### src/rtl/cassette_play_tx.sv
// rtl/cassette_play_tx.sv - CoCo cassette FSK playback encoder; optional 0x55 leader under CAS_LEADER_EN
module cassette_play_tx #(
    parameter int HALF0      = 5966,
    parameter int HALF1      = 2983,
    parameter int LEADER_LEN = 128
) (
    input  logic       clk,
    input  logic       reset,
    input  logic       clk_ena,
    input  logic       motor,
    input  logic [7:0] data_in,
    input  logic       data_valid,
    output logic       data_ready,
    output logic       cas_out,
    output logic       busy,
    output logic       underrun
);
    localparam int HMAX = (HALF0 > HALF1) ? HALF0 : HALF1;
    localparam int CW   = $clog2(HMAX);
    localparam logic [CW-1:0] RELOAD0 = CW'(HALF0 - 1);
    localparam logic [CW-1:0] RELOAD1 = CW'(HALF1 - 1);

    localparam logic [1:0] ST_IDLE = 2'd0;
    localparam logic [1:0] ST_HI   = 2'd1;
    localparam logic [1:0] ST_LO   = 2'd2;

    logic [1:0]    state_q, state_d;
    logic [7:0]    hold_q;
    logic          hold_full_q, hold_full_d;
    logic [7:0]    shift_q, shift_d;
    logic [2:0]    bit_idx_q, bit_idx_d, next_idx;
    logic [CW-1:0] half_q, half_d;
    logic          cas_q, cas_d;
    logic          underrun_q, underrun_d;
    logic          tick, accept, consume, load;
    logic          have_byte, lead_act, load_block;
    logic [7:0]    next_byte;

    function automatic logic [CW-1:0] reload(input logic b);
        return b ? RELOAD1 : RELOAD0;
    endfunction

    assign tick     = clk_ena & motor;
    assign accept   = data_valid & ~hold_full_q;
    assign next_idx = bit_idx_q + 3'd1;

`ifdef CAS_LEADER_EN
    localparam int LW = $clog2(LEADER_LEN + 1);
    logic          motor_q;
    logic [LW-1:0] lead_q, lead_d;
    logic          lead_start;

    // A motor start seen in IDLE arms the leader and blocks loading the held byte that clk.
    assign lead_start = motor & ~motor_q & (state_q == ST_IDLE);
    assign lead_act   = (lead_q != '0);
    assign have_byte  = lead_act | hold_full_q;
    assign next_byte  = lead_act ? 8'h55 : hold_q;
    assign load_block = lead_start;

    always_comb begin
        lead_d = lead_q;
        if (lead_start)
            lead_d = LW'(LEADER_LEN);
        else if (load && lead_act)
            lead_d = lead_q - LW'(1);
    end

    always_ff @(posedge clk or negedge reset) begin
        if (!reset) begin
            motor_q <= 1'b0;
            lead_q  <= '0;
        end else begin
            motor_q <= motor;
            lead_q  <= lead_d;
        end
    end
`else
    logic unused_leader;
    assign unused_leader = (LEADER_LEN > 0);
    assign lead_act      = 1'b0;
    assign have_byte     = hold_full_q;
    assign next_byte     = hold_q;
    assign load_block    = 1'b0;
`endif

    always_comb begin
        state_d    = state_q;
        shift_d    = shift_q;
        bit_idx_d  = bit_idx_q;
        half_d     = half_q;
        cas_d      = cas_q;
        underrun_d = 1'b0;
        load       = 1'b0;
        if (tick) begin
            case (state_q)
                ST_IDLE: begin
                    cas_d = 1'b0;
                    if (have_byte && !load_block)
                        load = 1'b1;
                end
                ST_HI: begin
                    if (half_q == '0) begin
                        cas_d   = 1'b0;
                        half_d  = reload(shift_q[bit_idx_q]);
                        state_d = ST_LO;
                    end else begin
                        half_d = half_q - CW'(1);
                    end
                end
                ST_LO: begin
                    if (half_q != '0) begin
                        half_d = half_q - CW'(1);
                    end else if (bit_idx_q != 3'd7) begin
                        bit_idx_d = next_idx;
                        half_d    = reload(shift_q[next_idx]);
                        cas_d     = 1'b1;
                        state_d   = ST_HI;
                    end else if (have_byte) begin
                        load = 1'b1;
                    end else begin
                        underrun_d = 1'b1;
                        cas_d      = 1'b0;
                        state_d    = ST_IDLE;
                    end
                end
                default: state_d = ST_IDLE;
            endcase
            // Byte load is shared by IDLE start and seamless end-of-byte hand-off.
            if (load) begin
                shift_d   = next_byte;
                bit_idx_d = 3'd0;
                half_d    = reload(next_byte[0]);
                cas_d     = 1'b1;
                state_d   = ST_HI;
            end
        end
    end

    assign consume     = load & ~lead_act;
    assign hold_full_d = accept | (hold_full_q & ~consume);

    always_ff @(posedge clk or negedge reset) begin
        if (!reset) begin
            state_q     <= ST_IDLE;
            hold_q      <= 8'h00;
            hold_full_q <= 1'b0;
            shift_q     <= 8'h00;
            bit_idx_q   <= 3'd0;
            half_q      <= '0;
            cas_q       <= 1'b0;
            underrun_q  <= 1'b0;
        end else begin
            state_q     <= state_d;
            hold_full_q <= hold_full_d;
            shift_q     <= shift_d;
            bit_idx_q   <= bit_idx_d;
            half_q      <= half_d;
            cas_q       <= cas_d;
            underrun_q  <= underrun_d;
            if (accept)
                hold_q <= data_in;
        end
    end

    assign data_ready = ~hold_full_q;
    assign cas_out    = cas_q;
    assign busy       = (state_q != ST_IDLE);
    assign underrun   = underrun_q;
endmodule

### config.mk
export PLATFORM = sky130hd
export DESIGN_NAME = cassette_play_tx
export DESIGN_NICKNAME = d
export VERILOG_FILES = /design/src/rtl/cassette_play_tx.sv
export SDC_FILE = /design/constraint.sdc
export NUM_CORES = 1
export LEC_CHECK = 0
export CAP_MARGIN = 20
export CORE_UTILIZATION = 60
export CTS_CLUSTER_DIAMETER = 80
export DETAILED_ROUTE_END_ITERATION = 7
export DONT_BUFFER_PORTS = 1
export GPL_TIMING_DRIVEN = 0
export PLACE_DENSITY = 0.75
export SKIP_CTS_REPAIR_TIMING = 1
export SLEW_MARGIN = 30
export SYNTH_ARGS = -nofsm -noshare
export SYNTH_HDL_FRONTEND = slang
export SYNTH_SLANG_ARGS = --single-unit
### constraint.sdc
create_clock -name clk -period 5 [get_ports clk]
set_clock_uncertainty 0.1 [all_clocks]
set_input_delay 0.5 -clock clk [delete_from_list [all_inputs] [get_ports clk]]
set_output_delay 0.5 -clock clk [all_outputs]
set_load 0.02 [all_outputs]
* After elaboration in Yosys (flattened, before gate mapping) *
Cells that the tools add are included.

operators by class
  add/subtract/negate cells = 2
  bitwise gates (word level) = 6
  eq/ne operators = 9
  mux-type cells = 39
  reduce and logical (&&, ||, !) cells = 13
  order comparisons = 2

operators with widths
  operator                 number
  $mux W13                 7
  $pmux W13 S2             1
  $mux W1                  17
  $logic_not A13 Y1        1
  $reduce_bool A13 Y1      1
  $sub A13 B1 Y13 const B  1
  $mux W3                  4
  $mux W2                  5
  $reduce_and A5 Y1        2
  $ne A3 B3 Y1 const B     3
  $lt A3 B4 Y1 const B     2
  $ne A4 B4 Y1 const B     2
  $bmux W1 S3              2
  $pmux W2 S3              1
  $reduce_bool A2 Y1       3
  $reduce_and A4 Y1        1
  $reduce_bool A4 Y1       1
  $add A3 B1 Y3 const B    1
  $and A1 B1 Y1            3
  $pmux W1 S3              1
  $reduce_and A3 Y1        1
  $reduce_bool A3 Y1       1
  $eq A2 B1 Y1 const B     1
  $eq A2 B2 Y1 const B     1
  other kinds (7)          8

word-level totals
  logic and storage cells = 79
  bits of input ports = 13
  output and inout port bits = 4
  flip-flop bits (word level) = 37

* Depth between registers and ports, before layout *
  depth in word-level cells = 9
  mapped depth = 11
  depth with buffers taken out = 8

* Worst setup path before layout *
No wires, ideal clock.

  kind = register to register
  start = register half_q[0]
  end = register half_q[10]
  arrival time = 2.406 ns
  setup time = 0.121 ns
  period minus slack after synthesis = 2.627 ns
  slack = 2.373 ns
  stages on the path, launching flop included = 12
  data required time = 4.779 ns
  path buffers = 3
  cells stage by stage = dfrtp_1 -> inv_1 -> ha_1 -> or3b_1 -> buf_2 -> or3_1 -> buf_6 -> o31ai_4 -> and3_1 -> buf_4 -> o21ai_1 -> a22o_1

on the way
  cells in the longest elaborated chain, start to end = 6
  elaborated cells on any way between the ends = 13
  classes of those cells = add/sub (1); eq/ne (1); mux (7); reduce/logical (4)

ends and longest elaborated chain
  what                                                                     RTL line  source
  start: declaration                                                       32        logic [CW-1:0] half_q, half_d;
  start signal: assignment                                                 157       half_q <= half_d;
  parallel branches: the longest is 6 deep, another holds $sub A13 B1 Y13  -

Parallel ways; which one is timed is not known. The select of a mux whose other input is x is not followed.
A chain may end at the register's enable or synchronous reset.

* Worst setup path in the final report *
  start = register half_q[0]
  end = register half_q[6]

The elaborated chain is that of the path after synthesis.

==> reports/qor.yml <==
timing:
  fin_crit_sh: 0.592
  worst_pin_slew_ns: 0.715
  maxSlewHeadroom: 0.520
  grt_setup_unrepaired: "false"
  setup-tns-final_ns: 0
  drv_slew: 0
  hold_viol: 0
  fmaxAchievable_mhz: 338
  fin_crit_ns: 2.96
  finalSetupViolCount: 0
floorplan:
  die_y_um: 60.1
  initial_core_util: 0.646
  pin_count: 17
  core_mm2: 0.00313
  dieArea_mm2: 0.00361
  die_w_um: 60.1
  rows: 20
power:
  vdd_drop_max_mv: 0.292
  p_int_mw: 0.691
  leakage_nw: 0.883
  seqPwrFrac: 0.490
  clkPwrFrac: 0.140
  p_sw_frac: 0.378
  powerDensity_mw_per_mm2: 514
  p_switching_mw: 0.420
  combinationalPowerShare: 0.371
cts:
  cts_buffers: 5
  worstSkewPairLatency_ns: 0.35
  cts_tree: "built"
  path_clk_slew_ns: 0.11
  cts_root_buffer: "clkbuf_4"
  cts.sinks: 37
  htree_levels: 2
  clock_path_buffers: 2
finish:
  seq_area_um2: 926
  finish.net_count: 218
  area_growth_pct: 6.93
  drive_gt1_frac: 0.197
  insertedDiodeCount: 0
  stdcell_area_mm2: 0.00216
  multiInputGateArea_mm2: 0.00101
  filler_cell_count: 270
outcome:
  status: "complete, no violations"
synthesis:
  synthSimpleGateAreaFrac: 0.171
  synth_compound_gate_area_share: 0.162
  synth_area_mm2: 0.00202
  synthCells: 193
  synth_warnings: 0
  synth_mux_area_frac: 0.144
  synthArstFlopShare: 1.00
  synth_nets: 209
  synth_top_family_by_area: "simple AND/OR/NAND/NOR gates"
  postSynthAreaPerCell_um2: 10.5
  synth_fa_ha_area_frac: 0.0235
  seq_area_frac_synth: 0.458
  synth-xor-area-share: 0
  ys.flop_type: "dfrtp_1"
  synth_edf_count: 0
  ys_ff_latch: 37
  synth_cell_types: 43
global_routing:
  met3_usage: 0.0606
  grt_usage: 0.273
  grt_pass1_wl_um: 7130
  grt_remaining_overflow: 0
  use_met1: 0.369
  busiest_layer: "met2"
  grt_start_max_net_pins: 38
  grt_pass1_vias: 1548
  met2_usage: 0.410
  antenna_found_initial: 0
routing:
  drt_first_pass_iters: 4
  drtAntennaViolNets: 0
  wl_per_cell_um: 16.7
  finalWirelength_um: 4120
  drc: 0
  vias: 1537
  drtIter0Drc: 97
  viasPerCell: 6.22
min_path:
  worstHoldPathType: "primary input to flip-flop"
  min_path_cells: 1
placement:
  portBuffers: 0
  placed_cell_area_mm2: 0.00208
  gp_congestion: 0.868
  hpwl_um: 3040
setup_path:
  critPathKind: "flip-flop to flip-flop"
  worstPathRequired_ns: 5.13
  crit_arrival_ns: 3.09
  setup.worst_path.start_class: "flip-flop"
  crit_fanout: 8
  cp_cell_sequence: "inv_1, ha_1, or3b_1, buf_2, or3_1, buf_6, o31ai_4, and3_1, buf_4, o21ai_1, a22o_1"
  cp_slowest_stage_delay_ns: 0.42
  cp_slowest_cell: "dfrtp_1"
  reg2reg_depth: 11
  crit_path_end_kind: "flip-flop"
run:
  max_cap_viol_count: 0
cells by family after synthesis:
kind of cell	after synthesis
AND/OR/NAND/NOR	66
multiplexers	22
adder cells (fa/ha/maj)	4
buffers and inverters	17
AO/OA/AOI/OAI	47
flip-flops	37
cells in the mapped netlist, drive strengths merged, types with 2 or more instances:
master	instances	area (µm²)
dfrtp	37	926
o21ai	22	114
mux2	16	180
nor3	12	60.1
nand2	11	43.8
nor2	11	41.3
or3	8	50.1
inv	7	26.3
a21oi	6	30.0
nand3	6	30.0
buf	5	40.0
clkbuf	5	18.8
mux4	4	90.1
o31ai	4	43.8
a22o	3	26.3
ha	3	37.5
nand2b	3	18.8
nor2b	3	18.8
or2	3	18.8
or4	3	22.5
a211oi	2	15.0
a21o	2	15.0
and3	2	12.5
mux2i	2	20.0
o21a	2	15.0
critical path: cells and delay by family (launching register included):
family | cells | cell delay [ns]
simple gates | 3 | 0.87
compound gates | 3 | 0.71
buf+inv | 4 | 0.56
flops | 1 | 0.42
fa+ha+maj | 1 | 0.19
power groups by stage:
| stage | Sequential (mW) | Clock, mW | Combinational (mW) |
|---|---|---|---|
| finish | 0.544 | 0.155 | 0.412 |
| global route | 0.568 | 0.175 | 0.453 |
| CTS | 0.544 | 0.157 | 0.405 |
| detailed placement | 0.551 | 0 | 0.399 |
| global placement | 0.539 | 0 | 0.378 |
| floorplan | 0.513 | 0 | 0.333 |
registers in the layout, summed over array words and instances (netlist names):
name and count:
cas_out 1, hold_q 8, bit_idx_q 3, shift_q 8
underrun 1, have_byte 1, half_q 13, state_q 2
cell usage in the layout (no fill, tap or decap), types with 3 or more instances in the layout:
master | Yosys | final
a21oi_1 | 6 | 6
a22o_1 | 3 | 3
clkbuf_1 | 5 | 5
clkbuf_4 | 0 | 5
dfrtp_1 | 37 | 37
ha_1 | 3 | 3
inv_1 | 7 | 7
mux2_2 | 15 | 15
mux4_2 | 4 | 4
nand2_1 | 10 | 10
nand2b_1 | 3 | 3
nand3_1 | 6 | 6
nor2_1 | 11 | 11
nor2b_1 | 3 | 3
nor3_1 | 12 | 12
o21ai_0 | 17 | 17
o21ai_1 | 4 | 4
o31ai_1 | 3 | 3
or2_2 | 3 | 3
or3_1 | 8 | 8
or4_1 | 3 | 3
cell type report:
| cell class | count | area share |
|---|---|---|
| Clock inverter | 3 | 0.00810 |
| Multi-Input combinational cell | 139 | 0.468 |
| Timing Repair Buffer | 2 | 0.0139 |
| Inverter | 7 | 0.0122 |
| Clock buffer | 5 | 0.0174 |
| Sequential cell | 37 | 0.428 |
| Buffer | 10 | 0.0272 |
| Tap cell | 44 | 0.0255 |
layer usage:
layer	vias up	part of all wire	wire length (µm)
li1	731	-	-
met5	-	0	0
met3	11	0.049	201
met2	49	0.48	1990
met1	746	0.44	1820
met4	0	0.026	107
stage by stage:
step           worst slack (ns)  hold slack [ns]  instances  power [mW]   util
2_1_floorplan              2.37            0.104        193       0.846      -
3_3_place_gp               2.17            0.105        237       0.916  0.664
3_5_place_dp               2.09            0.105        237       0.951  0.664
4_1_cts                    2.07           -0.280        245        1.11  0.682
5_1_grt                    1.90            0.174        247        1.20  0.691
6_report                   2.04            0.202        247        1.11  0.691
path summary, 6_finish.rpt:
kind                                          end  slack (ns)             startpoint
setup / recovery            half_q[6]$_DFFE_PN0P_        2.04  half_q[0]$_DFFE_PN0P_
hold / removal              hold_q[1]$_DFFE_PN0P_        0.20             data_in[1]
setup reg to reg            half_q[6]$_DFFE_PN0P_        2.04  half_q[0]$_DFFE_PN0P_
hold reg to reg             hold_q[1]$_DFFE_PN0P_        0.42  hold_q[1]$_DFFE_PN0P_
max in group asynchronous   half_q[6]$_DFFE_PN0P_        4.11                  reset
min in group asynchronous  half_q[10]$_DFFE_PN0P_        0.49                  reset
No activity file was read; power rests on OpenSTA's default activity.
